===== src/rtl/acc_pkg.sv =====
// Shared types for the accumulator stage: op codes, FSM states and
// default datapath width.
package acc_pkg;

  localparam int ACC_N = 4;

  typedef enum logic [1:0] {
    OP_ADD   = 2'b00,
    OP_SUB   = 2'b01,
    OP_LOAD  = 2'b10,
    OP_CLEAR = 2'b11
  } op_e;

  typedef enum logic [1:0] {
    S_IDLE = 2'b00,
    S_EXEC = 2'b01,
    S_DONE = 2'b10
  } state_e;

endpackage


===== src/rtl/add_sub.sv =====
// Combinational N-bit adder/subtractor.
// Ports: A, B operands; sel 0=add 1=sub; S result; Cout carry (add) or borrow (sub).
module add_sub #(
  parameter int N = 4
) (
  input  logic [N-1:0] A,
  input  logic [N-1:0] B,
  input  logic         sel,
  output logic [N-1:0] S,
  output logic         Cout
);

  always_comb begin
    if (sel) {Cout, S} = {1'b0, A} - {1'b0, B};
    else     {Cout, S} = {1'b0, A} + {1'b0, B};
  end

endmodule


===== src/rtl/acc_unit.sv =====
// Flow-controlled accumulator around add_sub: in/out valid/ready, flags.
// Ports: clk, rst, in_valid/in_ready, op, B, out_valid/out_ready,
// acc, carry, zero, ovf. Optional ACC_SAT_EN: unsigned saturation.
module acc_unit
  import acc_pkg::*;
#(
  parameter int N = ACC_N
) (
  input  logic         clk,
  input  logic         rst,
  input  logic         in_valid,
  output logic         in_ready,
  input  logic [1:0]   op,
  input  logic [N-1:0] B,
  output logic         out_valid,
  input  logic         out_ready,
  output logic [N-1:0] acc,
  output logic         carry,
  output logic         zero,
  output logic         ovf
);

  state_e       state_q;
  state_e       state_d;
  op_e          op_q;
  logic [N-1:0] b_q;
  logic [N-1:0] s;
  logic         cout;
  logic [N-1:0] acc_d;
  logic         carry_d;
  logic         ovf_d;
  logic         take;

  add_sub #(.N(N)) u_add_sub (
    .A    (acc),
    .B    (b_q),
    .sel  (op_q == OP_SUB),
    .S    (s),
    .Cout (cout)
  );

  always_comb begin
    in_ready = !rst && ((state_q == S_IDLE) ||
                        (state_q == S_DONE && out_ready));
    take      = in_valid && in_ready;
    out_valid = (state_q == S_DONE);
    state_d   = state_q;
    unique case (state_q)
      S_IDLE:  if (take) state_d = S_EXEC;
      S_EXEC:  state_d = S_DONE;
      S_DONE: begin
        if (out_ready) state_d = in_valid ? S_EXEC : S_IDLE;
      end
      default: state_d = S_IDLE;
    endcase
  end

  always_comb begin
    acc_d   = acc;
    carry_d = 1'b0;
    ovf_d   = 1'b0;
    unique case (op_q)
      OP_ADD: begin
        acc_d   = s;
        carry_d = cout;
        ovf_d   = (acc[N-1] == b_q[N-1]) && (s[N-1] != acc[N-1]);
      end
      OP_SUB: begin
        acc_d   = s;
        carry_d = cout;
        ovf_d   = (acc[N-1] != b_q[N-1]) && (s[N-1] != acc[N-1]);
      end
      OP_LOAD:  acc_d = b_q;
      OP_CLEAR: acc_d = '0;
      default:  acc_d = '0;
    endcase
`ifdef ACC_SAT_EN
    // Saturate toward the rail the unsigned result ran past.
    if (cout && op_q == OP_ADD) acc_d = '1;
    if (cout && op_q == OP_SUB) acc_d = '0;
`endif
  end

  always_ff @(posedge clk) begin
    if (rst) begin
      state_q <= S_IDLE;
      op_q    <= OP_ADD;
      b_q     <= '0;
      acc     <= '0;
      carry   <= 1'b0;
      zero    <= 1'b1;
      ovf     <= 1'b0;
    end else begin
      state_q <= state_d;
      if (take) begin
        op_q <= op_e'(op);
        b_q  <= B;
      end
      if (state_q == S_EXEC) begin
        acc   <= acc_d;
        carry <= carry_d;
        ovf   <= ovf_d;
        zero  <= (acc_d == '0);
      end
    end
  end

endmodule


===== config.mk =====
export PLATFORM = sky130hd
export DESIGN_NAME = acc_unit
export DESIGN_NICKNAME = d
export VERILOG_FILES = /design/src/rtl/acc_pkg.sv /design/src/rtl/add_sub.sv /design/src/rtl/acc_unit.sv
export SDC_FILE = /design/constraint.sdc
export NUM_CORES = 1
export LEC_CHECK = 0
export ABC_AREA = 1
export CAP_MARGIN = 10
export CORE_ASPECT_RATIO = 1.1
export CORE_UTILIZATION = 54
export CTS_CLUSTER_SIZE = 8
export DETAILED_ROUTE_END_ITERATION = 7
export PLACE_DENSITY = 0.84
export SKIP_LAST_GASP = 1
export SYNTH_ARGS = -nofsm -noshare
export SYNTH_HDL_FRONTEND = slang
export SYNTH_SLANG_ARGS = --single-unit

===== constraint.sdc =====
create_clock -name clk -period 4.47 [get_ports clk]
set_input_delay 0.894 -clock clk [delete_from_list [all_inputs] [get_ports clk]]
set_output_delay 0.894 -clock clk [all_outputs]
set_load 0.05 [all_outputs]

---- Word level (Yosys, flattened, before mapping) ----
Index checks and enable logic that the tools add are counted.
W data, S select, Z words.
word-level totals
  register bits ........................... 15
  input port bits ......................... 10
  logic and storage cells ................. 40
cells by class
  $add $sub $neg .......................... 2
  equality and inequality tests ........... 10
  multiplexer cells ....................... 9
  reduce and logical (&&, ||, !) cells .... 12
operator list
  operator              number
  $pmux W4 S3           1
  $eq A2 B2 Y1 const B  3
  $pmux W2 S3           1
  $add A4 B4 Y5         1
  $logic_and A1 B1 Y1   5
  $sub A4 B4 Y5         1
  $eq A2 B1 Y1 const B  2
  $logic_not A2 Y1      2
  $logic_not A4 Y1      1
  $mux W2               2
  $mux W4               1
  $mux W1               3
  $ne A1 B1 Y1          2
  $ne A2 B1 Y1 const B  1
  $ne A2 B2 Y1 const B  1
  $pmux W1 S2           1
  $reduce_and A2 Y1     1
  $reduce_or A2 Y1      1
  $eq A1 B1 Y1          1
  $logic_not A1 Y1      1
  $logic_or A1 B1 Y1    1

---- Longest topological paths before layout ----
Gate-level depths: netlist of run 1.
  word-level depth ........................ 7
  mapped depth ............................ 12
  gate-level depth less buffers ........... 12

---- Hierarchy ----
From an unflattened synthesis of run 1, not the netlist that was laid out.
unflattened totals
  cell total of the unflattened synthesis .. 148
  area, all modules ....................... 1046.0 um^2
by module, submodules not included
  module    times used  cells each  area each (um^2)  sequential area each (um^2)
  acc_unit  1           100         730.7             300.3
  add_sub   1           48          315.3             0.0

---- Worst setup path before layout of run 1 ----
Ideal clock, no wire load.
  kind .................................... in2out
  start point ............................. in out_ready
  end point ............................... out in_ready
  data arrival time ....................... 2.024 ns
  data required time ...................... 3.576 ns
  path slack .............................. 1.552 ns
  stages on the path ...................... 2
  path through ............................ nor2_1 nor3_1
between the ends
  word-level cells in the longest chain between the ends .. 3
ends and longest elaborated chain
  element              RTL line        text
  start: declaration   acc_unit.sv:16  input logic out_ready,
  $logic_and A1 B1 Y1  acc_unit.sv:44  (state_q == S_DONE && out_ready));
  $logic_or A1 B1 Y1   acc_unit.sv:43  in_ready = !rst && ((state_q == S_IDLE) ||
  $logic_and A1 B1 Y1  acc_unit.sv:43
  end: declaration     acc_unit.sv:12  output logic in_ready,
No other way between the ends.

---- Final worst setup path of run 1 ----
  start point ............................. in rst
  end point ............................... out in_ready
between the ends
  word-level cells in the longest chain between the ends .. 2
ends and longest elaborated chain
  element              RTL line        text
  start: declaration   acc_unit.sv:10  input logic rst,
  $logic_not A1 Y1     acc_unit.sv:43
  $logic_and A1 B1 Y1  acc_unit.sv:43
No other way between the ends.

==> results of run 1 <==
-- cells by family (layout without fill, tap and decap cells) --
| group | after synthesis | after routing |
|---|---|---|
| simple gates | 49 | 49 |
| compound gates | 33 | 33 |
| buf+inv | 23 | 42 |
| flops | 15 | 15 |
| fa+ha+maj | 10 | 10 |
| xor+xnor | 1 | 1 |
-- flip-flops by register name, summed over array words and instances (netlist names) --
register and cells:
b_q 4, ovf 1, carry 1, state_q 2, op_q 2, zero 1, acc 4
-- Yosys cell counts --
cell type and count:
a21oi_1 13, a21oi_2 2, buf_2 1, clkbuf_1 2, dfxtp_1 15, fa_1 2, ha_1 8, inv_1 18
inv_2 2, nand2_1 19, nand2_2 4, nand3_1 5, nand3_2 5, nand4_1 1, nor2_1 11, nor2_2 1
nor3_1 2, o211ai_1 1, o21ai_0 14, o21ai_1 1, o21ai_2 1, o31ai_1 1, or2_1 1, xnor2_1 1
-- metrics by stage --
step	cells	power [mW]
2_1_floorplan	131	0.2337
3_3_place_gp	163	0.2625
3_5_place_dp	163	0.2663
4_1_cts	167	0.3395
5_1_grt	167	0.3596
6_report	167	0.3389
-- worst min-delay path: cells and delay by family, from the launching register on --
family,cells,cell delay (ns)
compound gates,1,0.06
flops,1,0.31
simple gates,1,0.06
-- cell type report --
type                       count  area (µm²)
multi-input combinational     93       571.8
fill                         139       439.2
sequential                    15       300.3
timing repair buffer          18       180.2
inverter                      20       75.07
clock buffer                   4       26.28
tap                           17       21.27
-- worst min path at each step --
stage                          endpoint  slack [ns]  depth (start not counted)
finish               carry$_SDFFE_PP0N_        0.47                          2
global route         carry$_SDFFE_PP0N_        0.49                          2
CTS                  carry$_SDFFE_PP0N_        0.47                          2
detailed placement   carry$_SDFFE_PP0N_        0.46                          2
global placement      zero$_SDFFE_PP1N_        0.46                          2
floorplan           b_q[2]$_SDFFE_PP0P_        0.46                          2
-- power by group --
group          internal, mW  leakage (nW)  switching, mW
Sequential            0.143         0.123         0.0103
Combinational        0.0424         0.392         0.0689
Clock                0.0346        0.0150         0.0400
-- routing by layer --
layer	vias up	track usage (%)
li1	464	-
met1	429	29.76
met2	22	41.85
met3	7	1.176
met4	0	10.63
met5	-	0
-- layout by cell type, fill, tap and decap left out --
master,n
ha_1,8
nor3_1,2
dfxtp_1,15
nor2_2,1
nand3_1,5
nand2_2,4
inv_2,2
o211ai_1,1
nor2_1,11
nand4_1,1
o21ai_1,1
inv_1,18
nand3_2,5
a21oi_1,13
o21ai_2,1
nand2_1,19
clkbuf_1,1
clkdlybuf4s50_1,18
o31ai_1,1
fa_1,2
clkbuf_4,3
xnor2_1,1
or2_1,1
a21oi_2,2
o21ai_0,14
==> out/qor.csv, run 1 <==
stage,metric,value,unit
setup_path,FF-to-FF setup slack,2.52,ns
min_path,min-delay src,carry$_SDFFE_PP0N_,
drt,wire per inst,12.47,µm
synthesis,Synth Area in Simple Gates,25.16,%
synthesis,xor and xnor area share after synthesis,0.9126,%
setup_path,r2r worst-path depth,10,
synthesis,complex-gate fraction of the synthesized area,18.90,%
drt,"antenna viol nets, final",0,
status,status,completed,
placed_design,Buffers on Ports,18,
sta,"Hold Vio Cnt, Final",0,
setup_path,Worst R2R Start,acc[0]$_SDFFE_PP0N_,
synthesis,post-synthesis adder-cell area fraction,14.60,%
final_layout,design area,1175,µm²
setup_path,critical-path cell list,clkdlybuf4s50_1 -> nor3_1 -> clkdlybuf4s50_1,
pwr,Pwr Density,288.5,nW/µm²
setup_path,Setup crit end kind,primary output,
synthesis,Area contributors post-synth,"dfxtp_1 (31%), ha_1 (10%), nand2_1 (7.4%)",
synthesis,"Seq/Total Area, Yosys",31.29,%
placed_design,Final HPWL DP,1683,µm
setup_path,Critical Path Start Type,primary input,
synthesis,syn_area_per_cell,7.326,µm²
clock_tree,CTS tree,done,
clock_tree,clock latency on the worst-skew pair,0.28,ns
final_layout,P&R area growth vs syn,22.43,%
sta,Final Setup Violations,0,
final_layout,Layout Nets,171,
setup_path,Levels on crit path,3,
setup_path,crit path from,rst,
sta,Clock Skew,0.004888,ns
die,Core ar.,1614,µm²
setup_path,CP required,3.58,ns
placed_design,Placed Instance Area,1149,µm²
clock_tree,Clock Path Buffers,2,
synthesis,leading area contributor after synthesis,dfxtp_1,
setup_path,"Max FO, Critical Path",11,
drt,met2 WL,1047,µm
setup_path,Critical Path Most Common Cell,clkdlybuf4s50_1,
sta,minimum clock period,3.570,ns
pwr,VDD IR-drop max,0.1920,mV
drt,WL met3,58,µm
setup_path,Critical Path AT,2.68,ns
sta,fin. max-slew vios,0,
final_layout,Antenna Cells,0,
clock_tree,# resized after CTS,0,
drt,Pre-Repair DR Iteration Count,4,
die,die width,42.20,µm
synthesis,largest family of logic cells by synthesized area,simple AND/OR/NAND/NOR gates,
synthesis,mux cell area share after synthesis,0,%
drt,M1 WL,932,µm
drt,vias per cell,5.521,
global_route,initial antenna violation count,0,
setup_path,crit path kind,in2out,
setup_path,critical path's slowest cell,clkdlybuf4s50_1,
final_layout,Finished Core Util,72.79,%
sta,Fin Setup TNS,0,ns
sta,final worst slack,0.9004,ns
sta,relative slew slack,66.51,%
synthesis,number of synthesized register bits,15,
clock_tree,Clk Tree Root Cell,clkbuf_4,
clock_tree,H-Tree Level Count,1,
sta,unrepaired setup endpoints after global routing,false,
pwr,Leakage,0.5301,nW
clock_tree,Clock Sink Count,15,
setup_path,CP peak stage delay,0.85,ns
die,Ports,19,
die,Die ar.,1950,µm²
global_route,pin count of the biggest net entering global routing,13,
global_route,first-pass GRT wire length,3532,µm
synthesis,Mapped Cells,131,
drt,routed via count,922,
setup_path,FF-to-FF End,zero$_SDFFE_PP1N_,
sta,Slew @ Worst Pin,0.5007,ns
min_path,hold crit path type,reg2reg,
final_layout,fraction of layout cells with a size suffix above 1,12.00,%
setup_path,CP bufs+invs,2,
setup_path,CP top delay family,buffers and inverters,
global_route,GR Overflow Total,0,
synthesis,Syn Nets,151,
setup_path,crit path to,in_ready,
die,height of the die,46.22,µm
clock_tree,clk slew on worst S/H paths,0.08,ns
synthesis,share of the synthesized area in the top cell type,31.29,%
job,Max Cap Violations,0,
clock_tree,hold_buf cts,0,
clock_tree,Inserted Clock Buffers,3,
sta,Highest Clock Rate,0.2801,GHz
die,Initial Util,59.46,%
placed_design,global placement routability congestion,0.8748,
die,num rows,15,
global_route,total track usage,23.51,%
drt,DR top layer,met4,
global_route,vias in the first global route,863,
sta,post-route clock period utilization,79.86,%
synthesis,Cell variety after synth,24,
sta,Worst Hold Margin,0.4715,ns
placed_design,DP Worst Slack,0.9237,ns
synthesis,synthesized area,959.7,µm²
drt,drt total wl,2082,µm
drt,DRC,0,
synthesis,synth warn,0,
clock_tree,setup bufs post-CTS,0,
drt,DRT iter0 DRCs,20,
No activity file was read; power rests on OpenSTA's default activity.
==> run 2: changes to the inputs <==
--- a/config.mk
+++ b/config.mk
@@ -8,10 +8,10 @@
 export ABC_AREA = 1
 export CAP_MARGIN = 10
 export CORE_ASPECT_RATIO = 1.1
-export CORE_UTILIZATION = 54
+export CORE_UTILIZATION = 50
 export CTS_CLUSTER_SIZE = 8
 export DETAILED_ROUTE_END_ITERATION = 7
-export PLACE_DENSITY = 0.84
+export PLACE_DENSITY = 0.79
 export SKIP_LAST_GASP = 1
 export SYNTH_ARGS = -nofsm -noshare
 export SYNTH_HDL_FRONTEND = slang
==> constraint.sdc (replaced) <==
create_clock -name clk -period 3.5 [get_ports clk]
set_input_delay 0.7 -clock clk [delete_from_list [all_inputs] [get_ports clk]]
set_output_delay 0.7 -clock clk [all_outputs]
set_load 0.05 [all_outputs]
==> run 2 against run 1 <==
  * The run now ends with design-rule violations left
  * Count of clock-buffer cells in the layout is the same
  * Sequential share of layout area shrank 0.19 points
  * Die area is 7.6% higher
  * Combinational power rose by 28%
  * Critical path type unchanged
  * Highest routed layer unchanged
==> out/qor.csv, run 2 (synthesized netlist as in run 1, its figures left out) <==
stage,metric,value,unit,change
clock_tree,Clock Sink Count,15,,unchanged
final_layout,sequential cell area,300.3,µm²,unchanged
drt,drt total wl,2043,µm,-1.9%
die,Initial Util,53.86,%,-5.6 points
sta,post-route clock period utilization,85.09,%,
final_layout,fraction of layout cells with a size suffix above 1,12.58,%,+0.58 points
final_layout,most common library cell in the layout ignoring fill and taps,nand2_1,,
status,failing checks,design-rule violations,,
setup_path,CP bufs+invs,2,,unchanged
setup_path,CP top delay family,buffers and inverters,,
pwr,Pwr Density,369.1,nW/µm²,+28%
drt,DRC,1,,+1
setup_path,FF-to-FF setup slack,1.58,ns,-0.94 ns
sta,"Hold Vio Cnt, Final",0,,unchanged
setup_path,critical-path cell list,clkdlybuf4s50_1 -> nor2_1 -> nor3_1 -> clkdlybuf4s50_1,,
pwr,VDD IR-drop max,0.3271,mV,+70%
placed_design,global placement routability congestion,0.8080,,-7.6%
die,Core ar.,1782,µm²,+10%
setup_path,Setup crit end kind,primary output,,
die,num rows,16,,+1
global_route,GR Overflow Total,0,,unchanged
global_route,total track usage,21.07,%,-2.4 points
clock_tree,Inserted Clock Buffers,3,,unchanged
die,height of the die,47.95,µm,+3.8%
pwr,Leakage,0.5349,nW,+0.91%
sta,Final Setup Violations,0,,unchanged
sta,fin. max-slew vios,0,,unchanged
clock_tree,clk slew on worst S/H paths,0.09,ns,about the same
sta,Slew @ Worst Pin,0.4960,ns,-0.004719 ns
final_layout,Filler Cell Count,156,,+12%
placed_design,Buffers on Ports,18,,unchanged
sta,Highest Clock Rate,0.3358,GHz,
setup_path,"Max FO, Critical Path",2,,-9
final_layout,Antenna Cells,0,,unchanged
placed_design,Placed Instance Area,1157,µm²,+0.76%
sta,relative slew slack,66.83,%,+0.32 points
sta,Fin Setup TNS,0,ns,unchanged
die,Die ar.,2099,µm²,+7.6%
placed_design,Post-Place Cells,165,,+1.2%
setup_path,Critical Path Start Type,primary input,,
global_route,pin count of the biggest net entering global routing,13,,unchanged
min_path,hold crit path type,reg2reg,,
clock_tree,# resized after CTS,0,,unchanged
global_route,vias in the first global route,804,,-6.8%
final_layout,Layout Nets,172,,+0.58%
final_layout,Multi-input gate area,571.8,µm²,unchanged
setup_path,Critical Path AT,2.28,ns,-0.40 ns
setup_path,crit path kind,in2out,,
global_route,first-pass GRT wire length,3208,µm,-9.2%
drt,Pre-Repair DR Iteration Count,6,,+2
clock_tree,Clk Tree Root Cell,clkbuf_4,,
setup_path,CP required,2.80,ns,-0.78 ns
setup_path,CP peak stage delay,0.85,ns,about the same
clock_tree,clock latency on the worst-skew pair,0.28,ns,about the same
final_layout,design area,1184,µm²,+0.75%
placed_design,Final HPWL DP,1580,µm,-6.1%
setup_path,Critical Path Most Common Cell,clkdlybuf4s50_1,,
clock_tree,setup bufs post-CTS,0,,unchanged
clock_tree,hold_buf cts,0,,unchanged
drt,routed via count,918,,-0.43%
final_layout,biggest regs,"acc (4), b_q (4)",,
final_layout,Final Non-Filler Cells,169,,+1.2%
drt,"antenna viol nets, final",0,,unchanged
drt,wire per inst,12.09,µm,-3.0%
job,Max Cap Violations,0,,unchanged
drt,DRT iter0 DRCs,16,,-20%
status,status,"complete, but fails checks",,
sta,unrepaired setup endpoints after global routing,false,,
global_route,initial antenna violation count,0,,unchanged
clock_tree,Clock Path Buffers,2,,unchanged
die,Ports,19,,unchanged
clock_tree,H-Tree Level Count,1,,unchanged
setup_path,critical path's slowest cell,clkdlybuf4s50_1,,
sta,Clock Skew,0.002210,ns,-0.002678 ns
final_layout,most frequent cells in the layout,"nand2_1 (19), inv_1 (18), clkdlybuf4s50_1 (18)",,
final_layout,P&R area growth vs syn,23.34,%,
sta,minimum clock period,2.978,ns,
clock_tree,CTS tree,done,,
drt,vias per cell,5.432,,-1.6%
die,die width,43.77,µm,+3.7%
## run 2: worst min-delay path: cells and delay by family, from the launching register on
kind / cells / cell delay, ns
and+or+nand+nor: 1 / 0.06
DFF: 1 / 0.32
AOI/OAI and AO/OA: 1 / 0.06
## run 2: report_power, final
group          internal [mW]  leakage, nW  total (mW)  switching, mW
Combinational         0.0551        0.397       0.142         0.0874
Clock                 0.0443       0.0150      0.0991         0.0549
Sequential             0.182        0.123       0.195         0.0131
Total                  0.282        0.535       0.437          0.155
## run 2: per-layer routing
| layer | GRT usage, % | share of wire (%) |
|---|---|---|
| met1 | 25.51 | 47 |
| met2 | 38.21 | 50 |
| met3 | 1.132 | 2.0 |
| met4 | 11.25 | 0.73 |
| met5 | 0 | 0 |
## run 2: worst paths after layout
path,startpoint,endpoint,cells past startpoint
max,out_ready,in_ready,4
min reg2reg,carry$_SDFFE_PP0N_,carry$_SDFFE_PP0N_,2
min,carry$_SDFFE_PP0N_,carry$_SDFFE_PP0N_,2
max reg2reg,acc[0]$_SDFFE_PP0N_,zero$_SDFFE_PP1N_,10
## run 2: area by class of cell
class / instances / share of cell area (%)
flip-flops and latches: 15 / 25.37
multi-input cells: 93 / 48.31
clock buffers: 4 / 2.220
inverters: 20 / 6.342
repair buffers: 19 / 15.86
well taps: 18 / 1.903
## run 2: per-stage QoR
| stage | util [%] | hold WS [ns] | power (mW) | worst slack, ns |
|---|---|---|---|---|
| finish | 66.43 | 0.4780 | 0.4368 | 0.5220 |
| floorplan | - | 0.4642 | 0.2984 | 0.9577 |
| global placement | 64.96 | 0.4516 | 0.3367 | 0.5824 |
| CTS | 66.43 | 0.4794 | 0.4399 | 0.5149 |
| detailed placement | 64.96 | 0.4658 | 0.3407 | 0.5358 |
| global route | 66.43 | 0.4986 | 0.4637 | 0.4434 |
